[src/rtl/usb_rx_packer.sv]
// usb_rx_packer: packs bridge bytes/words into 16-bit words and buffers them in a FWFT FIFO.
// Latency: a word pushed at edge N is at the FIFO head (OUT_VALID=1) in cycle N+1.
// Backpressure: IN_READY=0 at count=DEPTH (drops set OVERFLOW); ALMOST_FULL at DEPTH-AF_MARGIN.
// Optional statistics counters are built when USB_RX_STATS_EN is defined.

// sync_fifo: generic single-clock first-word-fall-through FIFO with occupancy count.
// Latency: write at edge N appears at rd_dat with rd_vld=1 in cycle N+1; no pass-through.
// Backpressure: writes are ignored while full (count=DEPTH), even if a read happens that cycle.
module sync_fifo #(
  parameter int WIDTH = 18,
  parameter int DEPTH = 16
) (
  input  logic                       clk,
  input  logic                       rst,
  input  logic                       wr_vld,
  input  logic [WIDTH-1:0]           wr_dat,
  input  logic                       rd_rdy,
  output logic                       rd_vld,
  output logic [WIDTH-1:0]           rd_dat,
  output logic [$clog2(DEPTH):0]     count
);
  localparam int AW = $clog2(DEPTH);
  localparam logic [AW:0] FULL_LVL = (AW+1)'(DEPTH);

  logic [WIDTH-1:0] mem [DEPTH];
  logic [AW-1:0]    wptr;
  logic [AW-1:0]    rptr;
  logic             full;
  logic             wr_en;
  logic             rd_en;

  assign full   = (count == FULL_LVL);
  assign rd_vld = (count != '0);
  assign wr_en  = wr_vld & ~full;
  assign rd_en  = rd_vld & rd_rdy;
  assign rd_dat = mem[rptr];

  // Storage array: no reset needed, contents are qualified by count.
  always_ff @(posedge clk) begin
    if (wr_en) begin
      mem[wptr] <= wr_dat;
    end
  end

  // Pointers wrap naturally at DEPTH (power of two); count tracks occupancy.
  always_ff @(posedge clk or posedge rst) begin
    if (rst) begin
      wptr  <= '0;
      rptr  <= '0;
      count <= '0;
    end else begin
      if (wr_en) begin
        wptr <= wptr + 1'b1;
      end
      if (rd_en) begin
        rptr <= rptr + 1'b1;
      end
      case ({wr_en, rd_en})
        2'b10:   count <= count + 1'b1;
        2'b01:   count <= count - 1'b1;
        default: count <= count;
      endcase
    end
  end
endmodule

// usb_rx_packer: byte packer + FIFO between the USB FIFO bridge and the application stream.
// Latency: full words 1 cycle to OUT_VALID; held bytes wait for their partner byte or a flush.
// Backpressure: IN_READY/ALMOST_FULL from FIFO count only; words arriving at IN_READY=0 are dropped.
module usb_rx_packer #(
  parameter int DEPTH     = 16,
  parameter int AF_MARGIN = 4
) (
  input  logic        CLK,
  input  logic        RST,
  input  logic        IN_VALID,
  input  logic [15:0] IN_DATA,
  input  logic [1:0]  IN_BE,
  output logic        IN_READY,
  output logic        ALMOST_FULL,
  input  logic        FLUSH,
  output logic        OUT_VALID,
  output logic [15:0] OUT_DATA,
  output logic [1:0]  OUT_BE,
  input  logic        OUT_READY,
  output logic        OVERFLOW,
  output logic [31:0] WORD_COUNT,
  output logic [15:0] DROP_COUNT
);
  localparam int AW = $clog2(DEPTH);
  localparam logic [AW:0] FULL_LVL = (AW+1)'(DEPTH);
  localparam logic [AW:0] AF_LVL   = (AW+1)'(DEPTH - AF_MARGIN);

  typedef enum logic {
    ST_EMPTY = 1'b0,
    ST_HALF  = 1'b1
  } pk_state_t;

  pk_state_t   state;
  pk_state_t   state_nxt;
  logic [7:0]  hold;
  logic [7:0]  hold_nxt;
  logic        flush_pending;
  logic        flush_nxt;
  logic        overflow_q;

  logic        accept;
  logic        drop;
  logic [7:0]  sel_byte;
  logic        push_vld;
  logic [15:0] push_dat;
  logic [1:0]  push_be;

  logic [AW:0] fifo_cnt;
  logic [17:0] fifo_head;

  // Flow-control outputs depend on the FIFO count only, never on inputs.
  assign IN_READY    = (fifo_cnt < FULL_LVL);
  assign ALMOST_FULL = (fifo_cnt >= AF_LVL);
  assign accept      = IN_VALID & IN_READY;
  assign drop        = IN_VALID & ~IN_READY;
  assign sel_byte    = IN_BE[0] ? IN_DATA[7:0] : IN_DATA[15:8];
  assign OVERFLOW    = overflow_q;
  assign OUT_BE      = fifo_head[17:16];
  assign OUT_DATA    = fifo_head[15:0];

  // Packer state register plus pending-flush and sticky overflow flags.
  always_ff @(posedge CLK or posedge RST) begin
    if (RST) begin
      state         <= ST_EMPTY;
      hold          <= 8'h00;
      flush_pending <= 1'b0;
      overflow_q    <= 1'b0;
    end else begin
      state         <= state_nxt;
      hold          <= hold_nxt;
      flush_pending <= flush_nxt;
      if (drop) begin
        overflow_q <= 1'b1;
      end
    end
  end

  // Next-state and FIFO push decode; accepted input takes priority over a pending flush.
  always_comb begin
    state_nxt = state;
    hold_nxt  = hold;
    flush_nxt = flush_pending | FLUSH;
    push_vld  = 1'b0;
    push_dat  = 16'h0000;
    push_be   = 2'b00;
    if (accept) begin
      case (IN_BE)
        2'b11: begin
          push_vld = 1'b1;
          push_be  = 2'b11;
          if (state == ST_EMPTY) begin
            push_dat = IN_DATA;
          end else begin
            // Held byte is earlier: it goes low, the new low byte completes the word.
            push_dat = {IN_DATA[7:0], hold};
            hold_nxt = IN_DATA[15:8];
          end
        end
        2'b01, 2'b10: begin
          if (state == ST_EMPTY) begin
            hold_nxt  = sel_byte;
            state_nxt = ST_HALF;
          end else begin
            push_vld  = 1'b1;
            push_be   = 2'b11;
            push_dat  = {sel_byte, hold};
            state_nxt = ST_EMPTY;
          end
        end
        default: begin
          // No byte enables: nothing to pack.
        end
      endcase
    end else if (flush_pending && IN_READY) begin
      // A FLUSH arriving this very cycle is a fresh request and stays pending.
      flush_nxt = FLUSH;
      if (state == ST_HALF) begin
        push_vld  = 1'b1;
        push_be   = 2'b01;
        push_dat  = {8'h00, hold};
        state_nxt = ST_EMPTY;
      end
    end
  end

  sync_fifo #(
    .WIDTH (18),
    .DEPTH (DEPTH)
  ) u_fifo (
    .clk    (CLK),
    .rst    (RST),
    .wr_vld (push_vld),
    .wr_dat ({push_be, push_dat}),
    .rd_rdy (OUT_READY),
    .rd_vld (OUT_VALID),
    .rd_dat (fifo_head),
    .count  (fifo_cnt)
  );

`ifdef USB_RX_STATS_EN
  logic [31:0] word_cnt;
  logic [15:0] drop_cnt;

  // Push counter wraps; drop counter saturates so a long stall stays visible.
  always_ff @(posedge CLK or posedge RST) begin
    if (RST) begin
      word_cnt <= 32'd0;
      drop_cnt <= 16'd0;
    end else begin
      if (push_vld) begin
        word_cnt <= word_cnt + 32'd1;
      end
      if (drop && (drop_cnt != 16'hFFFF)) begin
        drop_cnt <= drop_cnt + 16'd1;
      end
    end
  end

  assign WORD_COUNT = word_cnt;
  assign DROP_COUNT = drop_cnt;
`else
  assign WORD_COUNT = 32'd0;
  assign DROP_COUNT = 16'd0;
`endif
endmodule
[config.mk]
export PLATFORM = sky130hd
export DESIGN_NAME = usb_rx_packer
export DESIGN_NICKNAME = d
export VERILOG_FILES = /design/src/rtl/usb_rx_packer.sv
export SDC_FILE = /design/constraint.sdc
export NUM_CORES = 1
export LEC_CHECK = 0
export ABC_CLOCK_PERIOD_IN_PS = 8310
export BUFFER_PORTS_ARGS = -buffer_cell sky130_fd_sc_hd__clkbuf_2
export CAP_MARGIN = 15
export CORE_UTILIZATION = 65
export CTS_CLUSTER_DIAMETER = 40
export DETAILED_ROUTE_END_ITERATION = 10
export PLACE_DENSITY = 0.89
export SLEW_MARGIN = 0
export SYNTH_ARGS = -nofsm -noshare
export SYNTH_HDL_FRONTEND = slang
export SYNTH_SLANG_ARGS = --single-unit
export TNS_END_PERCENT = 100
[constraint.sdc]
create_clock -name CLK -period 8.31 [get_ports CLK]
set_clock_uncertainty 0.05 [all_clocks]
set_input_delay 0.831 -clock CLK [delete_from_list [all_inputs] [get_ports CLK]]
set_output_delay 0.831 -clock CLK [all_outputs]
set_load 0.02 [all_outputs]
==> results of run 1 <==
[area by class of cell]
class	count	area (sq um)
tap	265	332
fill	1033	4940
clock inverter	19	224
timing repair buffer	62	387
inverter	16	62.6
multi-input combinational	407	3520
sequential	312	9250
clock buffer	40	937
[synthesized netlist by cell type (6+ instances only)]
| master | n | area share |
|---|---|---|
| clkbuf_1 | 19 | 0.0054 |
| nand2_1 | 38 | 0.011 |
| a22oi_1 | 18 | 0.010 |
| xnor2_1 | 7 | 0.0047 |
| and2_1 | 6 | 0.0029 |
| a22o_1 | 8 | 0.0053 |
| mux2_2 | 9 | 0.0077 |
| buf_2 | 15 | 0.0057 |
| edfxtp_1 | 288 | 0.66 |
| nor2_1 | 22 | 0.0063 |
| a21oi_1 | 11 | 0.0042 |
| a221oi_1 | 36 | 0.024 |
| o21ai_0 | 34 | 0.013 |
| mux2i_1 | 90 | 0.069 |
| buf_4 | 48 | 0.027 |
| inv_1 | 14 | 0.0040 |
| dfrtp_1 | 24 | 0.046 |
| ha_1 | 11 | 0.010 |
| mux4_2 | 36 | 0.062 |
[where the power goes]
group / internal (mW) / switching (mW)
sequential: 1.85 / 0.177
combinational: 0.592 / 0.915
clock: 0.941 / 0.621
[sequential cells by signal, summed over array words and instances (netlist names)]
signal	count
u_fifo.mem	288
hold	8
u_fifo.count	5
u_fifo.rptr	4
u_fifo.wptr	4
OVERFLOW	1
flush_pending	1
state	1
[metrics by stage]
stage | utilization | area (sq um) | hold slack [ns] | instances | setup WS [ns]
final | 0.749 | 14700 | 0.408 | 1121 | 3.36
after global routing | 0.749 | 14700 | 0.425 | 1121 | 3.19
after CTS | 0.745 | 14600 | 0.414 | 1116 | 3.45
after detailed placement | 0.686 | 13500 | 0.395 | 1057 | 3.98
after global placement | 0.686 | 13500 | 0.391 | 1057 | 4.11
after floorplan | - | 13300 | 0.401 | 821 | 3.87
[worst paths after layout]
kind | from | endpoint | slack [ns] | cells after the start
min | OVERFLOW$_DFFE_PP0P_ | OVERFLOW$_DFFE_PP0P_ | 0.41 | 1
min in group asynchronous | RST | u_fifo.rptr[0]$_DFFE_PP0P_ | 0.48 | 2
max in group asynchronous | RST | u_fifo.rptr[0]$_DFFE_PP0P_ | 7.02 | 2
min reg2reg | OVERFLOW$_DFFE_PP0P_ | OVERFLOW$_DFFE_PP0P_ | 0.41 | 1
max reg2reg | u_fifo.count[4]$_DFFE_PP0P_ | u_fifo.count[4]$_DFFE_PP0P_ | 4.79 | 10
max | u_fifo.rptr[0]$_DFFE_PP0P_ | OUT_DATA[12] | 3.36 | 6
[metal layers]
layer | global-route usage | part of all wire | vias to the layer above
met5 | 0 | 0 | -
met3 | 0.0477 | 0.11 | 83
met2 | 0.479 | 0.49 | 630
met1 | 0.409 | 0.37 | 3745
met4 | 0.149 | 0.032 | 0
li1 | - | - | 3071
[cells by family after synthesis]
kind of cell | Yosys count | share of synthesized area
buffers and inverters | 102 | 0.0445
other | 1 | 0.000286
flip-flops | 312 | 0.705
AO/OA/AOI/OAI | 111 | 0.0596
multiplexers | 135 | 0.138
AND/OR/NAND/NOR | 91 | 0.0339
adder cells (fa/ha/maj) | 12 | 0.0120
XOR/XNOR | 10 | 0.00668
[worst register-to-register path, delay by kind of cell, from the launching register on]
kind	cells	cell delay [ns]
and+or+nand+nor	3	1.13
AOI/OAI and AO/OA	3	0.85
adders and majority gates	2	0.62
DFF	1	0.48
buffers and inverters	1	0.14
xor gates and xnor gates	1	0.13
==> run metrics, run 1 <==
drt first pass iters=6; Finish-stage setup viols=0; wire per inst=26.7 um; total grt overflow=0; Syn Inst Count=between 700 and 800; Skew-Pair Late Insertion Delay=0.51 ns; vias in the first global route=between 7k and 8k; Worst-path clk slew=0.06 ns; Critical Path Fanout Max=between 60 and 70; Worst EP required=7.43 ns; number of synthesized flops with an enable pin=288; total number of vias=7,529; Tcrit/Tclk final=0.595; TritonCTS clock tree=built; antenna cells=0; register area share after synthesis=0.705; Critical Path Start Type=register; Seq cells post-synth=between 300 and 400; HP Class=register to register; Initial Util=0.668; PwrDens=346 nW/um^2; commonest non-fill, non-tap cell in the layout=edfxtp_1; max-slew violation count=0; GPL Wtd Cong=0.918; Warnings, synthesis=0; Slew headroom=0.178; status=completed; hpwl dp=between 15,000 and 20,000 um; root buffer cell=clkbuf_16; postcts setup bufs=0; final hold vios=0; Die Wd=144 um; Yosys cell types=38; area grow syn2layout=12.2%; Total Die Area=20,800 sq um; post_cts resized=0; ANT nets after route=0; Post-Synthesis Cell Area=13,100 sq um; fin crit period=4.95 ns; total CTS buffers=35; clk buf depth=3; total power=5.10 mW; RSZ-0062 raised after global routing=no; Lkg Pwr=5.36 nW; Clock H-tree levels=2; MaxCap Viol Count=0; worst path cell trace=buf_4 -> mux2i_1 -> a221oi_1 -> o21ai_0 -> nand2_1 -> clkbuf_2; die height=144 um; Post-synth ARST share=0.0769; ys flop type=edfxtp_1; gr usage total=0.300; initial antenna violation count=0; first-pass GRT wire length=between 40,000 and 50,000 um; slowest cell delay on critical path=0.97 ns; Crit. End Element=output pin; kind of critical path=register to output pin; Core Rows=51; syn avg cell area=about 17 sq um; CTS sink cnt=312; Buf+Inv Stages, Crit Path=2; CTS Hold Bufs=0; layout cells sized above 1=0.208; CP max-delay cell=dfrtp_4; First DRT Iteration DRCs=1,003; Peak supply drop=0.231 mV; max frequency=202 MHz; Detailed Route WL=approximately 30,000 um; commonest cells after routing, fill and taps aside=edfxtp_1, mux2i_1, conb_1; Nets=869; vias per cell=6.72; Core Region=19,700 sq um; CP top delay family=buffers and inverters; io pins=93; setup_tns=0 ns; port buffer count=between 40 and 50; Worst-Margin Slew=1.23 ns; DRC=0; Worst Path Arrival=4.06 ns; largest net degree at the start of global routing=65
(Power assumes the default switching activity.)
==> run 2: changes to the inputs <==
--- a/config.mk
+++ b/config.mk
@@ -5,13 +5,13 @@
 export SDC_FILE = /design/constraint.sdc
 export NUM_CORES = 1
 export LEC_CHECK = 0
-export ABC_CLOCK_PERIOD_IN_PS = 8310
+export ABC_CLOCK_PERIOD_IN_PS = 4500
 export BUFFER_PORTS_ARGS = -buffer_cell sky130_fd_sc_hd__clkbuf_2
 export CAP_MARGIN = 15
-export CORE_UTILIZATION = 65
+export CORE_UTILIZATION = 54
 export CTS_CLUSTER_DIAMETER = 40
 export DETAILED_ROUTE_END_ITERATION = 10
-export PLACE_DENSITY = 0.89
+export PLACE_DENSITY = 0.79
 export SLEW_MARGIN = 0
 export SYNTH_ARGS = -nofsm -noshare
 export SYNTH_HDL_FRONTEND = slang
==> constraint.sdc (replaced) <==
create_clock -name CLK -period 4.5 [get_ports CLK]
set_clock_uncertainty 0.05 [all_clocks]
set_input_delay 0.45 -clock CLK [delete_from_list [all_inputs] [get_ports CLK]]
set_output_delay 0.45 -clock CLK [all_outputs]
set_load 0.02 [all_outputs]
==> run 2 against run 1 <==
Sequential power rose by 80%. Register-to-register slack got worse by 3.4 ns. Total power rose by 88%. Largest power group unchanged. Hold slack got worse by 0.33 ns. Cell count rose by 6.6%. Clock-buffer cell count rose by 1. Critical endpoint is now OUT_BE[0]. First-iteration DRC count fell by 29%. Sequential cell count did not move. Sequential share of layout area fell by 1.2 points.
==> run metrics, run 2 (synthesized netlist as in run 1, its figures left out) <==
fin crit period=~3.4 ns; HP Class=input port to register; MaxCap Viol Count=0 (unchanged); Slew headroom=0.253 (+0.0745); Peak supply drop=0.438 mV (+90%); Initial Util=0.554 (-0.114); setup_tns=0 ns (unchanged); kind of critical path=register to output pin; max-slew violation count=0 (unchanged); hpwl dp=15,800 um (-1.3%); GPL Wtd Cong=0.853 (-7.1%); post_cts resized=0 (unchanged); CTS Hold Bufs=0 (unchanged); Largest register FFs=288 (unchanged); Die Wd=158 um (+9.6%); Worst-Margin Slew=1.12 ns (-0.111 ns); DRC=0 (unchanged); Finish-stage setup viols=0 (unchanged); largest net degree at the start of global routing=44 (-32%); CTS sink cnt=312 (unchanged); Total Die Area=24,900 sq um (+20%); Crit. End Element=output pin; die height=158 um (+9.6%); Core Rows=56 (+9.8%); wire per inst=22.6 um (-15%); vias per cell=5.92 (-12%); total power=9.60 mW (+88%); antenna cells=0 (unchanged); worst hold endpoint=flush_pending$_DFF_PP0_; Nets=883 (+1.6%); clock share of power=0.322 (+0.016); max frequency=298 MHz; Detailed Route WL=27,000 um (-9.8%); worst r2r src=u_fifo.count[4]$_DFFE_PP0P_; io pins=93 (unchanged); commonest cells after routing, fill and taps aside=edfxtp_1, mux2i_1, conb_1; Critical Path Fanout Max=43 (-33%); top flop regs=u_fifo.mem: 288 flops, hold: 8 flops, u_fifo.count: 5 flops; initial antenna violation count=0 (unchanged); Clock H-tree levels=2 (unchanged); RSZ-0062 raised after global routing=no; worst r2r dst=u_fifo.count[4]$_DFFE_PP0P_; Post-DP Area=13,700 sq um (+1.5%); area grow syn2layout=14.4%; Comb power frac=0.296 (about the same); PwrDens=639 nW/um^2 (+85%); First DRT Iteration DRCs=710 (-29%); clk buf depth=3 (unchanged); total CTS buffers=38 (+8.6%); total number of vias=7,076 (-6.0%); Reg with most FFs=u_fifo.mem; WHS Path Cells=2 (+1); Worst-path clk slew=0.05 ns (about the same); Skew-Pair Late Insertion Delay=0.52 ns (about the same); switch share=0.327 (-0.00827); drt first pass iters=5 (-1); Lkg Pwr=5.47 nW (+2.0%); layout cells sized above 1=0.229 (+0.0215); commonest non-fill, non-tap cell in the layout=edfxtp_1; internal power=6.46 mW (+91%); total grt overflow=0 (unchanged); switching pwr=3.14 mW (+84%); port buffer count=44 (unchanged); share of power burned in registers=0.381 (-0.017); FF-to-FF path depth=10 (unchanged); Worst Path Arrival=2.86 ns (-1.20 ns); Core Region=23,700 sq um (+20%); postcts setup bufs=0 (unchanged); vias in the first global route=6,997 (-6.5%); FF-to-FF setup slack=1.39 ns (-3.40 ns); final hold vios=0 (unchanged); ANT nets after route=0 (unchanged); Critical Path Start Type=register; Worst EP required=4.00 ns (-3.43 ns); TritonCTS clock tree=built; Tcrit/Tclk final=0.746; status=completed; gr usage total=0.227 (-0.0738); Finished Cell Area=15,000 sq um (+2.0%); min-delay src=FLUSH; root buffer cell=clkbuf_16; first-pass GRT wire length=40,900 um (-7.7%)
run 2: cell count changes in the layout (fill, tap and decap cells not counted), moves of 2 or more:
cell / delta
buf_4: +12
clkinvlp_4: +7
buf_12: +2
clkbuf_16: +2
clkinv_8: +2
run 2: power groups by stage:
stage               logic (mW)  registers, mW  clock network [mW]
finish                    2.85           3.66                3.10
global placement          2.78           3.71                   0
global route              3.08           3.69                3.24
CTS                       2.86           3.66                3.13
detailed placement        2.83           3.72                   0
floorplan                 2.17           3.55                   0
run 2: through the flow:
stage	utilization	cells	worst slack (ns)	hold slack, ns
after floorplan	-	821	0.438	0.401
after global placement	0.578	1126	0.992	0.394
after detailed placement	0.578	1126	0.927	0.401
after CTS	0.634	1194	1.11	0.0599
after global routing	0.634	1195	0.957	0.107
final	0.634	1195	1.14	0.0779
run 2: worst max-delay path, cell delays in order (launching register included):
cell      delay (ns)
dfrtp_4         0.88
buf_12          0.38
mux2i_1         0.15
a221oi_1        0.42
a22oi_1         0.16
nand2_1         0.16
clkbuf_2        0.19
run 2: metal layers:
metal	up-vias	wire length [um]	global-route usage
li1	3123	-	-
met1	3565	11100	0.317
met2	338	13200	0.363
met3	50	1990	0.0359
met4	0	690	0.0795
met5	-	0	0
run 2: how the worst max path moves through the flow:
stage	start	end	depth (start not counted)
floorplan	IN_BE[0]	u_fifo.mem[0][0]$_DFFE_PP_	7
global placement	IN_BE[0]	u_fifo.count[4]$_DFFE_PP0P_	13
detailed placement	IN_BE[0]	u_fifo.count[4]$_DFFE_PP0P_	13
CTS	u_fifo.rptr[0]$_DFFE_PP0P_	OUT_BE[0]	6
global route	u_fifo.rptr[0]$_DFFE_PP0P_	OUT_BE[0]	6
finish	u_fifo.rptr[0]$_DFFE_PP0P_	OUT_BE[0]	6
run 2: cell type report:
class | instances | area (sq um)
fill | 1632 | 8670
clock inverter | 27 | 330
sequential | 312 | 9250
inverter | 16 | 62.6
clock buffer | 41 | 983
tap | 319 | 399
multi-input combinational | 407 | 3520
timing repair buffer | 73 | 463
==> run 3: changes to the inputs <==
--- a/config.mk
+++ b/config.mk
@@ -5,7 +5,7 @@
 export SDC_FILE = /design/constraint.sdc
 export NUM_CORES = 1
 export LEC_CHECK = 0
-export ABC_CLOCK_PERIOD_IN_PS = 4500
+export ABC_CLOCK_PERIOD_IN_PS = 2700
 export BUFFER_PORTS_ARGS = -buffer_cell sky130_fd_sc_hd__clkbuf_2
 export CAP_MARGIN = 15
 export CORE_UTILIZATION = 54
==> constraint.sdc (replaced) <==
create_clock -name CLK -period 2.7 [get_ports CLK]
set_clock_uncertainty 0.05 [all_clocks]
set_input_delay 0.27 -clock CLK [delete_from_list [all_inputs] [get_ports CLK]]
set_output_delay 0.27 -clock CLK [all_outputs]
set_load 0.02 [all_outputs]
==> run 3 against run 2 <==
The flow now finishes with violations (setup timing). Via count is 5.9% higher. Clock-buffer cell count grew 2. Clock power rose by 63%. Die area did not move. Combinational power rose by 140%. Hold slack got worse by 0.035 ns. Worst setup slack got worse by 1.2 ns.
==> run metrics, run 3 (synthesized netlist as in run 1, its figures left out) <==
status=finished with violations; failing checks=setup timing; Largest register FFs=288 (unchanged); clk buf depth=3 (unchanged); port buffer count=44 (unchanged); layout cells sized above 1=0.330 (+0.100); ANT nets after route=0 (unchanged); fin cells=1,247 (+4.4%); max-slew violation count=0 (unchanged); Lkg Pwr=6.00 nW (+9.8%); MaxCap Viol Count=0 (unchanged); Worst EP required=2.38 ns (-1.62 ns); vias per cell=6.01 (+1.5%); Crit. End Element=output pin; first-pass GRT wire length=43,000 um (+4.9%); GPL Wtd Cong=0.818 (-4.2%); total grt overflow=0 (unchanged); Total Die Area=24,900 sq um (unchanged); Die Wd=158 um (unchanged); vias in the first global route=7,395 (+5.7%); First DRT Iteration DRCs=546 (-23%); DRC=0 (unchanged); Initial Util=0.554 (unchanged); placed cells=1,158 (+2.8%); Nets=934 (+5.8%); Critical Path Start Type=register; Clock H-tree levels=2 (unchanged); root buffer cell=clkbuf_16; fill cell count=1,483 (-9.1%); Tcrit/Tclk final=1.01; total number of vias=7,497 (+5.9%); Reg with most FFs=u_fifo.mem; RSZ-0062 raised after global routing=yes; commonest cells after routing, fill and taps aside=edfxtp_1, mux2i_1, buf_4; io pins=93 (unchanged); Skew-Pair Late Insertion Delay=0.52 ns (about the same); Slew headroom=0.257 (+0.00486); HP Class=input port to register; Core Region=23,700 sq um (unchanged); Detailed Route WL=32,100 um (+19%); fin worst setup slack=-0.0360 ns (-1.18 ns); kind of critical path=register to output pin; top flop regs=u_fifo.mem: 288 flops, hold: 8 flops, u_fifo.count: 5 flops; drt first pass iters=5 (unchanged); commonest non-fill, non-tap cell in the layout=edfxtp_1; total CTS buffers=37 (-2.6%); final core occ=0.688 (+0.0543); Worst-path clk slew=0.06 ns (about the same); TritonCTS clock tree=built; gr usage total=0.239 (+0.0122); Finish-stage setup viols=1 (+1); Worst-Margin Slew=1.11 ns (-0.00727 ns); hpwl dp=16,900 um (+7.0%); setup_tns=-0.0360 ns (-0.0360 ns); final hold vios=0 (unchanged); wire per inst=25.8 um (+14%); CTS sink cnt=312 (unchanged); initial antenna violation count=0 (unchanged); Worst Path Arrival=2.42 ns (-0.44 ns); die height=158 um (unchanged); antenna cells=0 (unchanged); max frequency=365 MHz; PwrDens=1100 nW/um^2 (+72%); largest net degree at the start of global routing=40 (-9.1%); fin crit period=2.74 ns; Core Rows=56 (unchanged); Peak supply drop=0.723 mV (+65%); Critical Path Fanout Max=7 (-84%); area grow syn2layout=24.2%
-- run 3: changes by cell type in the layout (fill, tap and decap cells not counted), moves of 7 or more --
cell | before | now
clkbuf_2 | 44 | 30
a22oi_1 | 18 | 9
a221oi_2 | 0 | 29
buf_12 | 2 | 20
clkbuf_16 | 39 | 47
a221oi_1 | 36 | 0
buf_4 | 27 | 51
a22oi_2 | 0 | 9
a221oi_4 | 0 | 7
buf_6 | 0 | 9
-- run 3: final timing paths --
path | cells after the start | start | to | slack (ns)
max in group asynchronous | 4 | RST | u_fifo.rptr[0]$_DFFE_PP0P_ | 1.67
worst min register to register | 1 | OVERFLOW$_DFFE_PP0P_ | OVERFLOW$_DFFE_PP0P_ | 0.41
worst max register to register | 10 | u_fifo.count[4]$_DFFE_PP0P_ | u_fifo.count[4]$_DFFE_PP0P_ | 0.15
min in group asynchronous | 3 | RST | hold[1]$_DFFE_PP0P_ | 0.29
worst min-delay path | 3 | IN_DATA[13] | hold[5]$_DFFE_PP0P_ | 0.04
worst max-delay path | 6 | u_fifo.rptr[0]$_DFFE_PP0P_ | OUT_DATA[8] | -0.04
-- run 3: worst max-delay path, cell delays in order, from the launching register on --
cell and delay [ns]:
dfrtp_4 0.55, buf_6 0.18, clkbuf_16 0.17, mux4_2 0.57, a22oi_2 0.17, nand2_1 0.11
buf_6 0.14
-- run 3: power by group --
group          internal, mW  total, mW  switching [mW]
combinational          3.02       6.84            3.83
clock                  2.99       5.05            2.06
sequential             5.71       6.03           0.324
total                  11.7       17.9            6.22
-- run 3: area by class of cell --
type,count,area [sq um],share of cell area
clock buffers,43,991,0.0608
flip-flops and latches,312,9260,0.568
well taps,319,399,0.0245
repair buffers,125,1330,0.0816
inverters,16,68.8,0.00422
multi-input cells,407,4000,0.245
clock inverters,25,260,0.0160
-- run 3: metal layers --
layer	vias up	global-route usage	share of wire
li1	3233	-	-
met1	3802	0.308	0.38
met2	387	0.398	0.51
met3	75	0.0512	0.078
met4	0	0.0911	0.035
met5	-	0	0
-- run 3: through the flow --
| step | setup slack [ns] | instance area, sq um | power (mW) | hold WS, ns |
|---|---|---|---|---|
| after CTS | -0.0114 | 15700 | 16.6 | 0.0299 |
| after global routing | -0.0882 | 16300 | 18.6 | 0.0658 |
| after global placement | 0.0229 | 14200 | 11.2 | 0.283 |
| final | -0.0360 | 16300 | 17.9 | 0.0432 |
| after floorplan | -0.252 | 13400 | 9.64 | 0.235 |
| after detailed placement | -0.0593 | 14200 | 11.3 | 0.292 |
-- run 3: repair_timing --
action / in CTS / in global routing
setup buffers: 5 / 4
pin swaps: 0 / 22
gates cloned: 0 / 8
resized for setup: 24 / 91
setup endpoints to repair: 18 / 18
endpoints found under the hold margin: 15 / 0
hold buffers: 3 / 0
